## config.mk

```make
export PLATFORM = sky130hd
export DESIGN_NAME = rx_ds_dec_flat
export DESIGN_NICKNAME = d
export VERILOG_FILES = /design/src/rtl/ds_pkg.sv /design/src/rtl/rx_ds_dec_if.sv /design/src/rtl/rx_credit_cnt.sv /design/src/rtl/rx_ds_dec.sv /design/src/flat_wrapper.sv
export SDC_FILE = /design/constraint.sdc
export NUM_CORES = 1
export LEC_CHECK = 0
export CAP_MARGIN = 20
export CORE_ASPECT_RATIO = 0.8
export CORE_MARGIN = 10
export CORE_UTILIZATION = 45
export CTS_BUF_LIST = sky130_fd_sc_hd__clkbuf_8
export CTS_CLUSTER_SIZE = 40
export DETAILED_ROUTE_END_ITERATION = 10
export PLACE_DENSITY = 0.76
export SETUP_SLACK_MARGIN = 0.05
export SYNTH_ARGS = -nofsm -noshare
export SYNTH_HDL_FRONTEND = slang
export SYNTH_SLANG_ARGS = --single-unit
```

## constraint.sdc

```tcl
create_clock -name rxClk -period 3.9 [get_ports rxClk]
set_input_delay 0.39 -clock rxClk [delete_from_list [all_inputs] [get_ports rxClk]]
set_output_delay 0.39 -clock rxClk [all_outputs]
set_load 0.005 [all_outputs]
```

## src/rtl/ds_pkg.sv

```systemverilog
// Shared DS link definitions: control codes, special characters, decoder
// state encodings and credit defaults. Also used by the transmit selector.
package ds_pkg;

    localparam int FCT_CREDIT_DEF      = 8;
    localparam int MAX_OUTSTANDING_DEF = 56;

    localparam logic [1:0] CTL_FCT = 2'b00;
    localparam logic [1:0] CTL_EOP = 2'b01;
    localparam logic [1:0] CTL_EEP = 2'b10;
    localparam logic [1:0] CTL_ESC = 2'b11;

    localparam logic [8:0] CHAR_FCT = 9'h100;
    localparam logic [8:0] CHAR_EOP = 9'h101;
    localparam logic [8:0] CHAR_EEP = 9'h102;
    localparam logic [8:0] CHAR_ESC = 9'h103;

    typedef logic [2:0] ds_state_t;

    localparam ds_state_t ST_WAIT_NULL     = 3'd0;
    localparam ds_state_t ST_WAIT_NULL_ESC = 3'd1;
    localparam ds_state_t ST_RUN           = 3'd2;
    localparam ds_state_t ST_RUN_ESC       = 3'd3;
    localparam ds_state_t ST_ERROR         = 3'd4;

    function automatic logic ds_is_code(logic ctl_bit, logic [1:0] low_bits, logic [1:0] code);
        return ctl_bit && (low_bits == code);
    endfunction

endpackage

```

## src/rtl/rx_ds_dec_if.sv

```systemverilog
// Character path of the receive decoder: characters in from the bit-level
// receiver, forwarded characters out to the receive FIFO.
interface rx_ds_dec_if;

    logic       valid_i;
    logic [8:0] dat_i;
    logic       parityErr_i;
    logic       ready_i;
    logic       valid_o;
    logic [8:0] dat_o;

    modport slave (
        input  valid_i,
        input  dat_i,
        input  parityErr_i,
        input  ready_i,
        output valid_o,
        output dat_o
    );

    modport master (
        output valid_i,
        output dat_i,
        output parityErr_i,
        output ready_i,
        input  valid_o,
        input  dat_o
    );

endinterface

```

## src/rtl/rx_credit_cnt.sv

```systemverilog
// Saturating count of receive credit granted to the far end but not yet
// consumed, with a registered "another FCT fits" flag.
module rx_credit_cnt #(
    parameter int FCT_CREDIT      = 8,
    parameter int MAX_OUTSTANDING = 56
) (
    input  logic       clk,
    input  logic       rst_n,
    input  logic       inc_i,
    input  logic       dec_i,
    output logic [5:0] outstanding_o,
    output logic       credit_avail_o
);

    logic [5:0] count_q, count_d;
    logic       avail_q, avail_d;
    logic [6:0] sum;

    // Seven bits keep the raw sum unambiguous before clamping at the ceiling.
    always_comb begin
        sum     = {1'b0, count_q} + (inc_i ? 7'(FCT_CREDIT) : 7'd0) - (dec_i ? 7'd1 : 7'd0);
        count_d = (sum > 7'(MAX_OUTSTANDING)) ? 6'(MAX_OUTSTANDING) : sum[5:0];
        avail_d = (count_d <= 6'(MAX_OUTSTANDING - FCT_CREDIT));
    end

    always_ff @(posedge clk or negedge rst_n) begin
        if (!rst_n) begin
            count_q <= '0;
            avail_q <= 1'b1;
        end else begin
            count_q <= count_d;
            avail_q <= avail_d;
        end
    end

    assign outstanding_o  = count_q;
    assign credit_avail_o = avail_q;

endmodule

```

## src/rtl/rx_ds_dec.sv

```systemverilog
// Receive-side DS character decoder: resolves ESC sequences into NULL and
// time-code events, reports FCTs, forwards N-chars and flags protocol errors.
module rx_ds_dec
    import ds_pkg::*;
#(
    parameter int FCT_CREDIT      = FCT_CREDIT_DEF,
    parameter int MAX_OUTSTANDING = MAX_OUTSTANDING_DEF
) (
    input  logic             rxClk,
    input  logic             rxReset_n,
    rx_ds_dec_if.slave       bus,
    input  logic             fctSent_i,
    output logic             tick_o,
    output logic [7:0]       timecode_o,
    output logic             gotNull_o,
    output logic             gotFCT_o,
    output logic             nullSeen_o,
    output logic             creditAvail_o,
    output logic [5:0]       outstanding_o,
    output logic             errEsc_o,
    output logic             errCredit_o,
    output logic             errParity_o,
    output logic             errOverflow_o
);

    ds_state_t  state_q, state_d;
    logic       valid_q, valid_d;
    logic [8:0] dat_q, dat_d;
    logic       tick_q, tick_d;
    logic [7:0] timecode_q, timecode_d;
    logic       got_null_q, got_null_d;
    logic       got_fct_q, got_fct_d;
    logic       null_seen_q, null_seen_d;
    logic       err_esc_q, err_esc_d;
    logic       err_credit_q, err_credit_d;
    logic       err_parity_q, err_parity_d;
    logic       err_overflow_q, err_overflow_d;

    logic       fwd;
    logic       credit_inc;
    logic       is_esc, is_fct;
    logic [5:0] outstanding;

    assign is_esc     = ds_is_code(bus.dat_i[8], bus.dat_i[1:0], CTL_ESC);
    assign is_fct     = ds_is_code(bus.dat_i[8], bus.dat_i[1:0], CTL_FCT);
    assign credit_inc = fctSent_i && (state_q != ST_ERROR);

    rx_credit_cnt #(
        .FCT_CREDIT      (FCT_CREDIT),
        .MAX_OUTSTANDING (MAX_OUTSTANDING)
    ) u_credit (
        .clk            (rxClk),
        .rst_n          (rxReset_n),
        .inc_i          (credit_inc),
        .dec_i          (fwd),
        .outstanding_o  (outstanding),
        .credit_avail_o (creditAvail_o)
    );

    // Parity failures win over any character meaning; ERROR absorbs everything.
    always_comb begin
        state_d        = state_q;
        valid_d        = 1'b0;
        dat_d          = dat_q;
        tick_d         = 1'b0;
        timecode_d     = timecode_q;
        got_null_d     = 1'b0;
        got_fct_d      = 1'b0;
        null_seen_d    = null_seen_q;
        err_esc_d      = err_esc_q;
        err_credit_d   = err_credit_q;
        err_parity_d   = err_parity_q;
        err_overflow_d = err_overflow_q;
        fwd            = 1'b0;

        if (bus.valid_i && (state_q != ST_ERROR)) begin
            if (bus.parityErr_i) begin
                err_parity_d = 1'b1;
                state_d      = ST_ERROR;
            end else begin
                case (state_q)
                    ST_WAIT_NULL: begin
                        if (is_esc) state_d = ST_WAIT_NULL_ESC;
                    end
                    ST_WAIT_NULL_ESC: begin
                        if (is_fct) begin
                            got_null_d  = 1'b1;
                            null_seen_d = 1'b1;
                            state_d     = ST_RUN;
                        end else begin
                            state_d = ST_WAIT_NULL;
                        end
                    end
                    ST_RUN: begin
                        if (is_esc) begin
                            state_d = ST_RUN_ESC;
                        end else if (is_fct) begin
                            got_fct_d = 1'b1;
                        end else if (outstanding == 6'd0) begin
                            err_credit_d = 1'b1;
                            state_d      = ST_ERROR;
                        end else if (!bus.ready_i) begin
                            err_overflow_d = 1'b1;
                            state_d        = ST_ERROR;
                        end else begin
                            valid_d = 1'b1;
                            dat_d   = bus.dat_i;
                            fwd     = 1'b1;
                        end
                    end
                    ST_RUN_ESC: begin
                        if (is_fct) begin
                            got_null_d = 1'b1;
                            state_d    = ST_RUN;
                        end else if (!bus.dat_i[8]) begin
                            tick_d     = 1'b1;
                            timecode_d = bus.dat_i[7:0];
                            state_d    = ST_RUN;
                        end else begin
                            err_esc_d = 1'b1;
                            state_d   = ST_ERROR;
                        end
                    end
                    default: state_d = ST_ERROR;
                endcase
            end
        end
    end

    always_ff @(posedge rxClk or negedge rxReset_n) begin
        if (!rxReset_n) begin
            state_q        <= ST_WAIT_NULL;
            valid_q        <= 1'b0;
            dat_q          <= '0;
            tick_q         <= 1'b0;
            timecode_q     <= '0;
            got_null_q     <= 1'b0;
            got_fct_q      <= 1'b0;
            null_seen_q    <= 1'b0;
            err_esc_q      <= 1'b0;
            err_credit_q   <= 1'b0;
            err_parity_q   <= 1'b0;
            err_overflow_q <= 1'b0;
        end else begin
            state_q        <= state_d;
            valid_q        <= valid_d;
            dat_q          <= dat_d;
            tick_q         <= tick_d;
            timecode_q     <= timecode_d;
            got_null_q     <= got_null_d;
            got_fct_q      <= got_fct_d;
            null_seen_q    <= null_seen_d;
            err_esc_q      <= err_esc_d;
            err_credit_q   <= err_credit_d;
            err_parity_q   <= err_parity_d;
            err_overflow_q <= err_overflow_d;
        end
    end

    assign bus.valid_o    = valid_q;
    assign bus.dat_o      = dat_q;
    assign tick_o         = tick_q;
    assign timecode_o     = timecode_q;
    assign gotNull_o      = got_null_q;
    assign gotFCT_o       = got_fct_q;
    assign nullSeen_o     = null_seen_q;
    assign outstanding_o  = outstanding;
    assign errEsc_o       = err_esc_q;
    assign errCredit_o    = err_credit_q;
    assign errParity_o    = err_parity_q;
    assign errOverflow_o  = err_overflow_q;

endmodule
```

## src/flat_wrapper.sv

```systemverilog
// flat-port wrapper written by rule: the top's interface ports become plain ports
module rx_ds_dec_flat import ds_pkg::*;
#(
    parameter int FCT_CREDIT      = FCT_CREDIT_DEF,
    parameter int MAX_OUTSTANDING = MAX_OUTSTANDING_DEF
)
  (rxClk, rxReset_n, fctSent_i, tick_o, timecode_o, gotNull_o, gotFCT_o, nullSeen_o, creditAvail_o, outstanding_o, errEsc_o, errCredit_o, errParity_o, errOverflow_o, bus_valid_i, bus_dat_i, bus_parityErr_i, bus_ready_i, bus_valid_o, bus_dat_o);
  rx_ds_dec_if bus_i ();
  input  logic rxClk;
  input  logic rxReset_n;
  input  logic fctSent_i;
  output logic tick_o;
  output logic [7:0] timecode_o;
  output logic gotNull_o;
  output logic gotFCT_o;
  output logic nullSeen_o;
  output logic creditAvail_o;
  output logic [5:0] outstanding_o;
  output logic errEsc_o;
  output logic errCredit_o;
  output logic errParity_o;
  output logic errOverflow_o;
  input wire logic [$bits(bus_i.valid_i)-1:0] bus_valid_i;
  input wire logic [$bits(bus_i.dat_i)-1:0] bus_dat_i;
  input wire logic [$bits(bus_i.parityErr_i)-1:0] bus_parityErr_i;
  input wire logic [$bits(bus_i.ready_i)-1:0] bus_ready_i;
  output wire logic [$bits(bus_i.valid_o)-1:0] bus_valid_o;
  output wire logic [$bits(bus_i.dat_o)-1:0] bus_dat_o;
  assign bus_i.valid_i = bus_valid_i;
  assign bus_i.dat_i = bus_dat_i;
  assign bus_i.parityErr_i = bus_parityErr_i;
  assign bus_i.ready_i = bus_ready_i;
  assign bus_valid_o = bus_i.valid_o;
  assign bus_dat_o = bus_i.dat_o;
  rx_ds_dec #(.FCT_CREDIT(FCT_CREDIT), .MAX_OUTSTANDING(MAX_OUTSTANDING)) u_core (.rxClk(rxClk), .rxReset_n(rxReset_n), .bus(bus_i), .fctSent_i(fctSent_i), .tick_o(tick_o), .timecode_o(timecode_o), .gotNull_o(gotNull_o), .gotFCT_o(gotFCT_o), .nullSeen_o(nullSeen_o), .creditAvail_o(creditAvail_o), .outstanding_o(outstanding_o), .errEsc_o(errEsc_o), .errCredit_o(errCredit_o), .errParity_o(errParity_o), .errOverflow_o(errOverflow_o));
endmodule
```

-- Yosys cells after proc, flatten, opt, wreduce, memory -nomap -nowiden
Cells that the tools add are included.
- flip-flop bits (word level): 36
- word-level logic and storage cells: 81
- bits of input ports: 15
- output and inout bits: 33
- equal/unequal tests: 8
- add/sub/neg operators: 2
- magnitude comparators: 2
- mux-type cells: 33
- reduce and logical (&&, ||, !) cells: 16
- bitwise gates (word level): 6
- operators by type and width (operator ; number):
    $mux 3 ; 8
    $mux 1 ; 21
    $reduce_and 7->1 ; 2
    $pmux 3 s4 ; 1
    $reduce_and 5->1 ; 2
    $reduce_and 4->1 ; 2
    $add 6x7->7 ; 1
    $gt 7x6->1 const B ; 1
    $sub 7x1->7 ; 1
    $eq 3x2->1 const B ; 2
    $le 6x6->1 const B ; 1
    $logic_not 6->1 ; 1
    $mux 6 ; 1
    $not 1->1 ; 6
    $reduce_and 6->1 ; 1
    $ne 5x3->1 const B ; 1
    $logic_and 1x1->1 ; 4
    $mux 4 ; 1
    $ne 4x3->1 const B ; 1
    $eq 3x1->1 const B ; 1
    $logic_not 3->1 ; 1
    $ne 3x2->1 const B ; 1
    $ne 3x3->1 const B ; 1
    $eq 2x2->1 const B ; 1
    4 further kinds ; 4

-- Longest topological paths before layout
- word-level depth: 12
- gate-level depth with buffers: 13
- depth with buffers taken out: 12

-- Hierarchy
Synthesis repeated with hierarchy kept, for this count alone.
- cell total of the unflattened synthesis: 156
- area total of the unflattened synthesis: 1855.5 um2
- modules (own cells, without submodules) (module ; times used ; sequential area each (um2) ; area each (um2) ; cells each):
    rx_ds_dec ; 1 ; 725.7 ; 1308.8 ; 99
    rx_credit_cnt ; 1 ; 176.4 ; 546.8 ; 57

-- Least setup slack after synthesis
No wires, ideal clock.
- path kind: flip-flop to flip-flop
- from: register u_core.state_q[2]
- to: register u_core.u_credit.count_q[5], in the netlist u_core.u_credit.outstanding_o[5]
- period minus slack after synthesis: 3.178 ns
- cell stages (with the launch flop): 12
- arrival time: 3.113 ns
- library setup time: 0.065 ns
- buffers on the path: 1
- data required time: 3.835 ns
- path slack: 0.722 ns
- cells stage by stage: dfrtp_1 > or3b_4 > a2111oi_2 > and3_1 > buf_6 > ha_1 > inv_1 > ha_1 > a211oi_1 > nor4_1 > a2111oi_2 > or2_2
- longest elaborated chain between the ends: 8
- elaborated cells on any way between the ends: 13
- classes of those cells: add/sub: 2; order compare: 1; eq/ne: 2; mux: 6; reduce/logical: 2
- RTL lines (element ; RTL line ; source):
    from (decl) ; rx_ds_dec.sv:26 ; ds_state_t state_q, state_d;
    from (signal assigned) ; rx_ds_dec.sv:145 ; state_q <= state_d;
    $eq 3x2->1 ; rx_ds_dec.sv:81 ; case (state_q)
    $mux 1 ; rx_ds_dec.sv:81 ;
    $mux 1 ; rx_ds_dec.sv:77 ; if (bus.parityErr_i) begin
    $mux 1 (*) ; rx_ds_dec.sv:76 ; if (bus.valid_i && (state_q != ST_ERROR)) begin
    via u_core.fwd ; rx_ds_dec.sv:39 ; logic fwd;
    $mux 1 (*) ; rx_credit_cnt.sv:21 ; sum = {1'b0, count_q} + (inc_i ? 7'(FCT_CREDIT) : 7'd0) - (dec_i ? 7'd1 : 7'd0);
    $sub 7x1->7 (*) ; rx_credit_cnt.sv:21 ;
    $gt 7x6->1 ; rx_credit_cnt.sv:22 ; count_d = (sum > 7'(MAX_OUTSTANDING)) ? 6'(MAX_OUTSTANDING) : sum[5:0];
    $mux 6 (*) ; rx_credit_cnt.sv:22 ;
    via u_core.u_credit.count_d[5] ; rx_credit_cnt.sv:15 ; logic [5:0] count_q, count_d;
    to (signal assigned) ; rx_credit_cnt.sv:31 ; count_q <= count_d;
    to (decl) ; rx_credit_cnt.sv:15 ;
Mark *: on every way through the listed nets, which the timed path passes. The rest lies on a longest branch.
A chain may end at the register's enable or synchronous reset.

-- Worst setup path after layout
- from: input bus_parityErr_i
- to: register u_core.u_credit.count_q[5], in the netlist u_core.u_credit.outstanding_o[5]
- longest elaborated chain between the ends: 6
- RTL lines (element ; RTL line ; source):
    from (decl) ; flat_wrapper.sv:25 ; input wire logic [$bits(bus_i.parityErr_i)-1:0] bus_parityErr_i;
    $mux 1 (*) ; rx_ds_dec.sv:77 ;
    $mux 1 (*) ; rx_ds_dec.sv:76 ;
    $mux 1 (*) ; rx_credit_cnt.sv:21 ;
    $sub 7x1->7 (*) ; rx_credit_cnt.sv:21 ;
    $gt 7x6->1 ; rx_credit_cnt.sv:22 ;
    $mux 6 (*) ; rx_credit_cnt.sv:22 ;
    via u_core.u_credit.count_d[5] ; rx_credit_cnt.sv:15 ;
Marks and branches as above.

==> summary.txt <==
Timing
  – TNS Setup: 0 ps
  – Final period util: 0.894
  – Skew final: 4.09 ps
  – Worst-Margin Slew: 504 ps
  – Final max-slew violation count: 0
  – PnR worst setup slack: 414 ps
  – Final setup fails: 0
  – Final Hold Viols: 0
  – Fmax: 287 MHz
  – Slew HR: 0.660
  – Final min period: 3490 ps
  – Unrepaired setup endpoints after global routing: no

Placement
  – Area after DPL: 2280 um^2
  – Port bufs: 47
  – Hpwl dp: 3240 um
  – Pre-CTS setup slack: 137 ps
  – Placer congestion estimate: 0.866

Route
  – Drt drc: 0
  – Met2 WL: 1990 um
  – Vias/cell: 5.47
  – Max Used Layer: met4
  – Drt pass-1 iters: 4
  – Met3 wire len: 473 um
  – Total Wirelength: 4270 um
  – DR vias: 1350
  – Metal-1 WL: 1770 um
  – Antenna Violating Nets Remaining: 0
  – Iteration-0 DRC Markers: 81
  – Drt wl/cell: 17.3 um

Global routing
  – GRT Util Overall: 0.135
  – Largest net degree at the start of global routing: 37
  – Vias in the first global route: 1479
  – Total grt overflow: 0
  – First-pass GRT wire length: 7080 um
  – Initial antenna violation count: 0

Power
  – IR drop worst, VDD: 0.000220 V
  – P per Cell Area: 361 nW/um^2
  – P_leak: 1.08 nW
  – Pwr Total: 0.862 mW

Cells and area
  – Diode count: 0
  – FF/Latch Area: 902 um^2
  – Most frequent cells in the layout: clkdlybuf4s50_1 (47), dfrtp_1 (35), mux2_2 (17)
  – Fin nets: 226
  – Core Util, Final: 0.636
  – Layout cells sized above 1: 0.207
  – Area delta synth->final: 37.6%
  – Commonest non-fill, non-tap cell in the layout: clkdlybuf4s50_1
  – Area of the multi-input gates: 769 um^2
  – Final instance area: 2390 um^2
  – Filler instances: 310

Clocking
  – Clk_lat worst skew: 290 ps
  – Post-CTS Resized: 0
  – Clock root buffer: clkbuf_8
  – Worst-path clk slew: 70 ps
  – TritonCTS Sinks: 36
  – CTS Hold Buffers Added: 0
  – Num CTS Buffers: 5
  – CTS tree: done
  – Setup Buffers After CTS: 0
  – Max Buffers Root-to-Sink: 2
  – CTS HTree Levels: 2

Die
  – Die area: 6760 um^2
  – Core Region: 3750 um^2
  – Die Ht: 75.5 um
  – Rows: 20
  – Initial Util: 0.462
  – Io pins: 48
  – Die W: 89.4 um

Synthesis
  – Seq cells post-synth: 36
  – Mapped Cells: 146
  – Asr flop ratio synth: 1.00
  – Mapped Nets: 170
  – Synth unique cells: 38
  – Post-synth EDFFs: 0
  – Syn Std Cell Area: 1740 um^2
  – Mapped Avg Cell Area: 11.9 um^2
  – Main synth FF type: dfrtp_1
  – Yosys warnings: 0
  – Fraction of the yosys area taken by sequential cells: 0.520

Hold path
  – Worst hold path class: flop to flop

Status
  – Status: finished clean

Setup path
  – Crit-path max FO: 5
  – R2R setup slack: 590 ps
  – Maximum cell stage delay along the critical path: 500 ps
  – Startpoint type of the worst setup path: input pin
  – Critical path type: input pin to flop
  – Max stage delay cell, worst path: clkdlybuf4s50_1
  – Critical Path AT: 3660 ps
  – Worst EP required: 4080 ps
  – Critical-path cell list: clkdlybuf4s50_1, or3b_4, a2111oi_2, and3_1, ha_1, inv_1, ha_1, fa_1, nand3_1, a21oi_1, or2_2, or2_2
  – CP endpoint kind: flop

Run
  – Max_cap viols: 0
==> through the flow <==
stage,hold WS (ps),std cells
after CTS,476,247
after global routing,495,247
final,470,247
after global placement,444,239
after floorplan,94.4,146
after detailed placement,459,239
==> flip-flops by register name, summed over array words and instances, names as in the netlist <==
register,flops
u_core.u_credit.outstanding_o,6
u_core.state_q,3
u_core.nullSeen_o,1
u_core.errEsc_o,1
u_core.errCredit_o,1
u_core.tick_o,1
u_core.gotNull_o,1
u_core.errParity_o,1
u_core.bus.valid_o,1
u_core.errOverflow_o,1
u_core.gotFCT_o,1
u_core.bus.dat_o,9
u_core.u_credit.credit_avail_o,1
u_core.timecode_o,8
==> Yosys cell counts (4+ instances only) <==
| master | count | area (um^2) |
|---|---|---|
| a21oi_1 | 4 | 20.0 |
| nand2_1 | 5 | 18.8 |
| nand3_1 | 4 | 20.0 |
| nor3b_1 | 4 | 30.0 |
| mux2_2 | 17 | 191 |
| or2_2 | 4 | 25.0 |
| dfrtp_1 | 35 | 876 |
| ha_1 | 8 | 100 |
| inv_1 | 12 | 45.0 |
| nor2_1 | 7 | 26.3 |
==> area by class of cell <==
cell class / instances / share of cell area
timing repair buffer: 52 / 0.213
sequential: 36 / 0.378
tap: 44 / 0.0231
multi-input combinational: 95 / 0.322
clock inverter: 3 / 0.0162
inverter: 12 / 0.0189
clock buffer: 5 / 0.0288
==> power by group <==
group | total (mW) | internal [mW] | leakage, nW | switching [mW]
logic | 0.147 | 0.0798 | 0.544 | 0.0671
registers | 0.396 | 0.388 | 0.475 | 0.00762
clock network | 0.320 | 0.187 | 0.0593 | 0.133
==> routing by layer <==
metal / up-vias / GRT usage
met4: 0 / 0.0423
met1: 666 / 0.146
li1: 632 / -
met2: 46 / 0.216
met3: 6 / 0.0812
met5: - / 0
==> worst paths after layout <==
kind                                    start  cells after the start                          endpoint
setup / recovery              bus_parityErr_i                     12  u_core.u_credit.outstanding_o[5]
hold / removal             u_core.errParity_o                      1                u_core.errParity_o
setup reg to reg            u_core.state_q[2]                     11  u_core.u_credit.outstanding_o[5]
hold reg to reg            u_core.errParity_o                      1                u_core.errParity_o
max in group asynchronous           rxReset_n                      2    u_core.u_credit.credit_avail_o
min in group asynchronous           rxReset_n                      2  u_core.u_credit.outstanding_o[4]
==> cells by family (layout without fill, tap and decap cells) <==
logic type	Yosys count	after routing	share of synthesized area
AOI/OAI and AO/OA	28	28	0.127
xor gates and xnor gates	2	2	0.0101
adders and majority gates	9	9	0.0692
buffers and inverters	15	72	0.0368
DFF	36	36	0.520
muxes	17	17	0.110
and+or+nand+nor	39	39	0.127
==> critical path, delay by kind of cell <==
| kind | cells | cell delay [ps] |
|---|---|---|
| compound gates | 2 | 550 |
| simple gates | 5 | 1420 |
| fa+ha+maj | 3 | 760 |
| buf+inv | 2 | 540 |
Note: power is estimated with default switching activity, not from simulation.
